$ cat config.mk
export PLATFORM = sky130hd
export DESIGN_NAME = udp_sample_unpacker
export DESIGN_NICKNAME = d
export VERILOG_FILES = /design/src/rtl/udp_sample_unpacker.sv
export SDC_FILE = /design/constraint.sdc
export NUM_CORES = 1
export LEC_CHECK = 0
export CAP_MARGIN = 20
export CORE_ASPECT_RATIO = 2
export CORE_MARGIN = 2
export CORE_UTILIZATION = 56
export DETAILED_ROUTE_END_ITERATION = 7
export PLACE_DENSITY = 0.93
export SYNTH_ARGS = -nofsm -noshare
export SYNTH_HDL_FRONTEND = slang
export SYNTH_SLANG_ARGS = --single-unit
$ cat constraint.sdc
create_clock -name clk -period 4.11 [get_ports clk]
set_clock_uncertainty 0.15 [all_clocks]
set_input_delay 0.822 -clock clk [delete_from_list [all_inputs] [get_ports clk]]
set_output_delay 0.822 -clock clk [all_outputs]
set_load 0.05 [all_outputs]
$ cat src/rtl/udp_sample_unpacker.sv
// udp_sample_unpacker
// Reassembles a byte stream into groups of N_SAMPLES samples of SAMPLE_W bits.
// Byte k of a group lands in bits [8k+7:8k] of the packed word, and sample x[0]
// occupies the lowest SAMPLE_W bits.
// One output register holds a finished group while the next group is collected.
//
// Optional feature macro: UDP_UNPACK_ERR_CNT_EN
//   When defined, this adds err_cnt[15:0], a saturating count of short payloads.
//
// Output register states:
//   state | meaning
//   EMPTY | no group held, m_valid=0
//   FULL  | group held in m_data/m_last, m_valid=1
module udp_sample_unpacker #(
  parameter int SAMPLE_W  = 18,
  parameter int N_SAMPLES = 4
) (
  input  logic                                clk,
  input  logic                                rst,
  input  logic [7:0]                          s_tdata,
  input  logic                                s_tvalid,
  output logic                                s_tready,
  input  logic                                s_tlast,
  output logic [N_SAMPLES-1:0][SAMPLE_W-1:0]  m_data,
  output logic                                m_valid,
  input  logic                                m_ready,
  output logic                                m_last,
  output logic                                err_short
`ifdef UDP_UNPACK_ERR_CNT_EN
  ,
  output logic [15:0]                         err_cnt
`endif
);

  localparam int WORD_W       = SAMPLE_W * N_SAMPLES;
  localparam int SAMPLE_BYTES = WORD_W / 8;
  localparam int CNT_W        = (SAMPLE_BYTES > 1) ? $clog2(SAMPLE_BYTES) : 1;
  localparam logic [CNT_W-1:0] LAST_IDX = CNT_W'(SAMPLE_BYTES - 1);

  generate
    if ((WORD_W % 8) != 0) begin : g_bad_width
      $error("udp_sample_unpacker: SAMPLE_W*N_SAMPLES must be a multiple of 8");
    end
  endgenerate

  typedef enum logic {EMPTY, FULL} out_state_t;

  out_state_t        out_state;
  logic [CNT_W-1:0]  cnt;
  logic [WORD_W-1:0] acc;
  logic [WORD_W-1:0] load_word;
  logic              at_last;
  logic              accept;
  logic              load;
  logic              short_end;

  // Handshake decode; the final byte of a group is held off only while the
  // output register is occupied and not being drained this cycle.
  always_comb begin
    at_last   = (cnt == LAST_IDX);
    s_tready  = !(at_last && (out_state == FULL) && !m_ready);
    accept    = s_tvalid && s_tready;
    load      = accept && at_last;
    short_end = accept && s_tlast && !at_last;
    load_word = acc;
    load_word[WORD_W-8 +: 8] = s_tdata;
  end

  assign m_valid = (out_state == FULL);

  // Byte collection, output register state and the short-payload pulse.
  always_ff @(posedge clk) begin
    if (rst) begin
      cnt       <= '0;
      acc       <= '0;
      out_state <= EMPTY;
      m_data    <= '0;
      m_last    <= 1'b0;
      err_short <= 1'b0;
    end else begin
      if (accept) begin
        for (int k = 0; k < SAMPLE_BYTES; k++) begin
          if (cnt == CNT_W'(k)) begin
            acc[k*8 +: 8] <= s_tdata;
          end
        end
        // A tlast before the final byte discards the partial group.
        if (at_last || s_tlast) begin
          cnt <= '0;
        end else begin
          cnt <= cnt + CNT_W'(1);
        end
      end
      err_short <= short_end;
      // A load wins over a drain, so load-with-ready stays FULL with new data.
      if (load) begin
        out_state <= FULL;
        m_data    <= load_word;
        m_last    <= s_tlast;
      end else if (m_ready) begin
        out_state <= EMPTY;
      end
    end
  end

`ifdef UDP_UNPACK_ERR_CNT_EN
  // Saturating count of short payloads.
  always_ff @(posedge clk) begin
    if (rst) begin
      err_cnt <= '0;
    end else if (short_end && (err_cnt != 16'hFFFF)) begin
      err_cnt <= err_cnt + 16'd1;
    end
  end
`endif

endmodule

==> parameters.txt <==
Parameter                              Value

Route
  WL/cell    approximately 17 um
  Number of remaining DRC errors    0
  Number of detailed-route iterations in the first pass    5
  Via density    about 5.6
  DRC violation total after the first TritonRoute iteration    353
  Post-route ant nets    0
  Total Wirelength    roughly 13 mm
  DR vias    4,512

Yosys
  Net count after synthesis    between 600 and 700
  Main flop type after synthesis    sky130_fd_sc_hd__dfxtp_1
  Share of flip-flops with an asynchronous set or reset    0%
  Area fraction of the dominant cell type after synthesis    between 50% and 60%
  Most area-hungry cell type in the Yosys netlist    sky130_fd_sc_hd__dfxtp_1
  Combined area of all synthesized cells    0.00519 mm^2
  Number of flip-flops and latches in the synthesized netlist    approximately 140
  Count of flip-flops with a built-in enable after synthesis    0
  Syn. warnings    0
  Post-Synthesis Mean Instance Area    8.45 um^2
  Gate count after technology mapping    between 600 and 700
  Most area-consuming cells after synthesis    sky130_fd_sc_hd__dfxtp_1 55%, sky130_fd_sc_hd__nand2_1 16%, sky130_fd_sc_hd__a21oi_1 10%
  Count leader, synth    sky130_fd_sc_hd__nand2_1
  Number of distinct library cells after synthesis    29
  Top post-synthesis cells by count    217 x sky130_fd_sc_hd__nand2_1, 143 x sky130_fd_sc_hd__dfxtp_1, 105 x sky130_fd_sc_hd__a21oi_1
  Sequential element share of the synthesized area    55.2%

Timing
  # setup viols final    0
  Setup repair after global routing missed its margin    no
  Achievable frequency    just over 300 MHz
  Post-route clock period utilization    between 80 and 90%
  Post-layout min period    about 3.3 ns
  Final max-slew violation count    0
  Slew of the pin with the lowest slew margin    just under 1 ns
  Normalized max-slew margin    between 30% and 40%
  Final setup slack of the worst path    0.793 ns
  Total count of hold-check failures in the final report    0
  Post-route worst hold slack    ~0.30 ns
  Setup TNS    0 ns

Clock network
  Maximum root-to-sink buffer count    2
  Clock-pin slew reported for the worst setup and hold paths after clock tree synthesis    roughly 0.06 ns
  Post-CTS setup repair buffer count    0
  Num Clock Sinks    143
  Post-cts gate resize count    0
  CTS root buffer    sky130_fd_sc_hd__clkbuf_16
  Clock Latency Late Sink    0.42 ns
  CTS tree    yes
  H-tree levels    4
  Hold buffers post-CTS    0
  Total clock buffers created by CTS    17

Final layout
  Combined area of the multi-input logic cells    approximately 0.0021 mm^2
  Number of filler cells placed in the layout    609
  Layout cell share with drive strength beyond 1    roughly 6.3%
  Nets@finish    701
  Filler-free cell count of the finished design    799
  Inserted Diodes    0
  Area taken by flip-flops and latches    0.00286 mm^2
  Final Instance Area    0.00666 mm^2
  Area growth from synthesis to final layout    28.4%
  Final Core Density    between 70% and 80%

Global routing
  Total grt overflow    0
  Vias in the first global route    4,617
  Overall routing resource usage    between 20 and 30%
  Wire length of the first global-routing pass    around 21 mm
  Most congested layer reported by global routing    met2
  Initial antenna violation count    0
  Global-route track usage on met2    between 40 and 50%
  Met3 demand-to-capacity share in global routing    6.12%
  Global Route met1 Usage    about a quarter
  Maximum number of pins on one net before global-route repair    54

Place
  Post-DP HPWL    8.48 mm
  RD Place Congestion    approximately 0.85
  Worst slack after detailed placement    slightly above 0.8 ns
  Placed cell areas    0.00600 mm^2
  Post-Place Cells    767
  PortBufs    just under 90

Power
  Leak Pwr    2.25 nW
  Total power per unit cell area    ~480 mW/mm^2
  Peak supply drop    around 0.39 mV
  Total Power Consumption    between 3 and 4 mW

Floorplan
  Top-level port count    89
  Site Rows    between 40 and 50
  Overall die height    between 100 and 150 um
  Core Box Area    about 0.0090 mm^2
  Starting density of the core    between 50% and 60%
  Total Die Area    0.0101 mm^2
  Die boundary width    ~70 um

Setup path
  CP Launch Type    input port
  Worst setup EP type    primary output
  CP max FO    5
  FF-to-FF path depth    7
  Worst Path Arrival    roughly 2.3 ns
  Critical Path RT    about 3.1 ns
  Classification of the worst setup path    input port to primary output

Worst hold path
  Tightest Hold Check Type    register to register
  Number of instances on the worst hold path    2

Job
  Max-cap violation count    0

Run status
  Status    finished, final reports clean
[per-layer routing]
metal	vias up	routed length, um
li1	2132	-
met1	2123	4470
met2	189	7380
met3	68	714
met4	0	811
met5	-	0
[critical path, stage by stage]
cell	delay, ns
sky130_fd_sc_hd__clkdlybuf4s50_1	0.40
sky130_fd_sc_hd__nor2b_1	0.29
sky130_fd_sc_hd__nand2_1	0.11
sky130_fd_sc_hd__clkdlybuf4s50_1	0.72
[worst paths after layout]
path	slack, ns	end	from
max	0.79	s_tready	m_ready
min	0.30	m_data[33]$_SDFFE_PP0P_	m_data[33]$_SDFFE_PP0P_
max reg2reg	1.50	m_data[13]$_SDFFE_PP0P_	cnt[0]$_SDFFE_PP0P_
min reg2reg	0.30	m_data[33]$_SDFFE_PP0P_	m_data[33]$_SDFFE_PP0P_
[cells in the final DEF (no fill, tap or decap), drive strengths merged, types with 2 or more instances in the layout]
| master | netlist | final |
|---|---|---|
| nand2 | 217 | 217 |
| dfxtp | 143 | 143 |
| a21oi | 105 | 105 |
| clkdlybuf4s50 | 0 | 87 |
| nor2 | 40 | 40 |
| mux2i | 32 | 32 |
| clkbuf | 24 | 22 |
| nand3 | 7 | 7 |
| buf | 19 | 7 |
| nor3 | 6 | 6 |
| bufinv | 0 | 5 |
| ha | 4 | 4 |
| clkinvlp | 0 | 3 |
| inv | 3 | 3 |
| nor2b | 2 | 2 |
| clkinv | 0 | 2 |
[report_power, final]
part           switching [mW]  internal [mW]
combinational          0.0617         0.0289
sequential            0.00555           1.40
clock                   0.582           1.12
total                   0.650           2.55
[logic make-up (layout without fill, tap and decap cells)]
family	after synthesis	count (layout)	synth area share [%]
mux	32	32	6.17
buf+inv	46	129	5.14
flops	143	143	55.2
simple gates	277	277	21.4
compound gates	112	112	11.1
fa+ha+maj	4	4	0.965
[layout make-up]
| class | count | share of cell area [%] |
|---|---|---|
| multi-input cells | 425 | 31.0 |
| well taps | 102 | 1.92 |
| inverters | 3 | 0.169 |
| repair buffers | 94 | 14.1 |
| clock buffers | 22 | 7.12 |
| flip-flops and latches | 143 | 43.0 |
| clock inverters | 10 | 2.74 |
[state kept, by name (all words and copies together), names as in the netlist]
register,cells
m_data,72
acc,64
cnt,4
err_short,1
m_last,1
m_valid,1
Power figures use the tool's default switching activity.
==> RTL change (config.mk and constraints unchanged) <==
Put one more register stage on the output `err_short`, with the module's reset. The value now appears one clock later. The other outputs are not delayed to match.
--- a/src/rtl/udp_sample_unpacker.sv
+++ b/src/rtl/udp_sample_unpacker.sv
@@ -37,4 +37,6 @@
   localparam int CNT_W        = (SAMPLE_BYTES > 1) ? $clog2(SAMPLE_BYTES) : 1;
   localparam logic [CNT_W-1:0] LAST_IDX = CNT_W'(SAMPLE_BYTES - 1);
+
+  logic err_short_s0;
 
   generate
@@ -77,5 +79,5 @@
       m_data    <= '0;
       m_last    <= 1'b0;
-      err_short <= 1'b0;
+      err_short_s0 <= 1'b0;
     end else begin
       if (accept) begin
@@ -92,5 +94,5 @@
         end
       end
-      err_short <= short_end;
+      err_short_s0 <= short_end;
       // A load wins over a drain, so load-with-ready stays FULL with new data.
       if (load) begin
@@ -115,4 +117,12 @@
 `endif
 
+  always_ff @(posedge clk) begin
+    if (rst) begin
+      err_short <= '0;
+    end else begin
+      err_short <= err_short_s0;
+    end
+  end
+
 endmodule
 
Check against the original RTL: not equivalent (a bounded check fails within 4 cycles, from zero or initial values and one cycle with rst high).
==> RTL change against the original RTL <==
Synthesized cell count rose by 0.33%; non-clock buffer count did not move; routed wire length shrank 4.0%; global-route usage is 0.83 points lower; design area increased by 0.90%; setup slack better by 29 ps; synthesized area is 0.24% higher; total power rose by 2.0%; sequential cell count grew 1; via count fell by 1.9%.
==> RTL change: results <==
export IMPL_regToRegStartpoint="cnt[0]"
export IMPL_grt_usage=0.2668
export IMPL_yosys_top_cells_count="217 x nand2_1, 144 x dfxtp_1, 105 x a21oi_1, 40 x nor2_1, 32 x mux2i_1"
export IMPL_clockBufferDepth=2
export IMPL_synth_cell_type_count=30
export IMPL_critPathArrivalTime_ps=2320
export IMPL_wl_per_cell_um=16.03
export IMPL_whs_path_depth=1
export IMPL_cts_resized=0
export IMPL_antenna_cells=0
export IMPL_grt_max_degree=77
export IMPL_period_needed_ps=3288
export IMPL_clk_pin_slew_ps=60
export IMPL_grt_pass1_wl_um=20750
export IMPL_largestRegisters="m_data x72, acc x64, cnt x4"
export IMPL_final_layout_size_suffix_gt1_frac=0.06581
export IMPL_yosysSeqAreaShare=0.5544
export IMPL_p_leak_nw=2.285
export IMPL_clk_latency_ps=420
export IMPL_vdd_drop_max_v=0.0003712
export IMPL_hold_path_endpoint="err_short"
export IMPL_nets=703
export IMPL_slew_headroom=0.4278
export IMPL_synth_top_cells_by_area="dfxtp_1 55%, nand2_1 16%, a21oi_1 10%, mux2i_1 6.2%, nor2_1 2.9%"
export IMPL_synth_async_reset_ratio=0
export IMPL_syn_nets=633
export IMPL_hp_start="err_short_s0"
export IMPL_status="complete, no violations"
export IMPL_dp_worst_setup_slack_ps=804.1
export IMPL_vias_per_cell=5.524
export IMPL_hp_class="flip-flop to flip-flop"
export IMPL_gp_congestion=0.8413
export IMPL_dp_hpwl_um=8388
export IMPL_rr_worst_depth=7
export IMPL_first_iter_violations=330
export IMPL_fill_cells=627
export IMPL_dr_pass1_iters=5
export IMPL_numCtsBuffers=17
export IMPL_grt_pass1_vias=4388
export IMPL_timing_rr_end="m_data[32]"
export IMPL_dpl_instance_area_mm2=0.006036
RTL change: changes by cell type after synthesis:
cell,change
nor3_4,-1
nor3_2,+1
buf_1,+1
dfxtp_1,+1
nor2b_1,+1
buf_6,-1
RTL change: worst max-delay path: cells and delay by family:
kind                   cells  cell delay, ps
buffers and inverters      2            1120
and+or+nand+nor            2             380
RTL change: kinds of logic (layout without fill, tap and decap cells):
| logic type | after synthesis | count (layout) | share of synthesized area |
|---|---|---|---|
| DFF | 144 | 144 | 0.5544 |
| muxes | 32 | 32 | 0.06160 |
| and+or+nand+nor | 278 | 278 | 0.2134 |
| buffers and inverters | 46 | 129 | 0.04981 |
| AOI/OAI and AO/OA | 112 | 112 | 0.1112 |
| adders and majority gates | 4 | 4 | 0.009625 |
RTL change: final cells by class:
class | count | area [um2] | share of cell area
Clock buffer | 19 | 452.9 | 0.06740
Clock inverter | 13 | 231.5 | 0.03444
Inverter | 3 | 11.26 | 0.001676
Multi-Input combinational cell | 426 | 2066 | 0.3074
Sequential cell | 144 | 2883 | 0.4290
Tap cell | 102 | 127.6 | 0.01899
Timing Repair Buffer | 94 | 948.4 | 0.1411
RTL change: power by group:
group          leakage (nW)  internal, mW  switching, mW  total [mW]
clock network         0.330          1.17          0.588        1.76
logic                 0.794        0.0293         0.0602      0.0895
registers              1.16          1.41        0.00562        1.41
total                  2.29          2.61          0.654        3.26
RTL change: metrics by stage:
stage          utilization  std cells  total power [mW]  hold WS, ps
6_report            0.7457        801             3.260        301.4
5_1_grt             0.7457        801             3.337        315.7
4_1_cts             0.7457        801             3.270        303.4
3_5_place_dp        0.6697        769             1.529        291.4
3_3_place_gp        0.6697        769             1.526        270.7
2_1_floorplan            -        616             1.498        263.8
RTL change: layer usage:
layer,GRT usage,up-vias,share of wire
li1,-,2136,-
met1,0.2801,2079,0.36
met2,0.4727,168,0.55
met3,0.06547,42,0.051
met4,0.1430,0,0.042
met5,0,-,0
RTL change: how the worst max path moves through the flow:
stage | end | slack (ps) | cells past startpoint
floorplan | s_tready | 1780 | 2
global placement | s_tready | 850 | 4
detailed placement | s_tready | 800 | 4
CTS | s_tready | 820 | 4
global route | s_tready | 750 | 4
finish | s_tready | 820 | 4
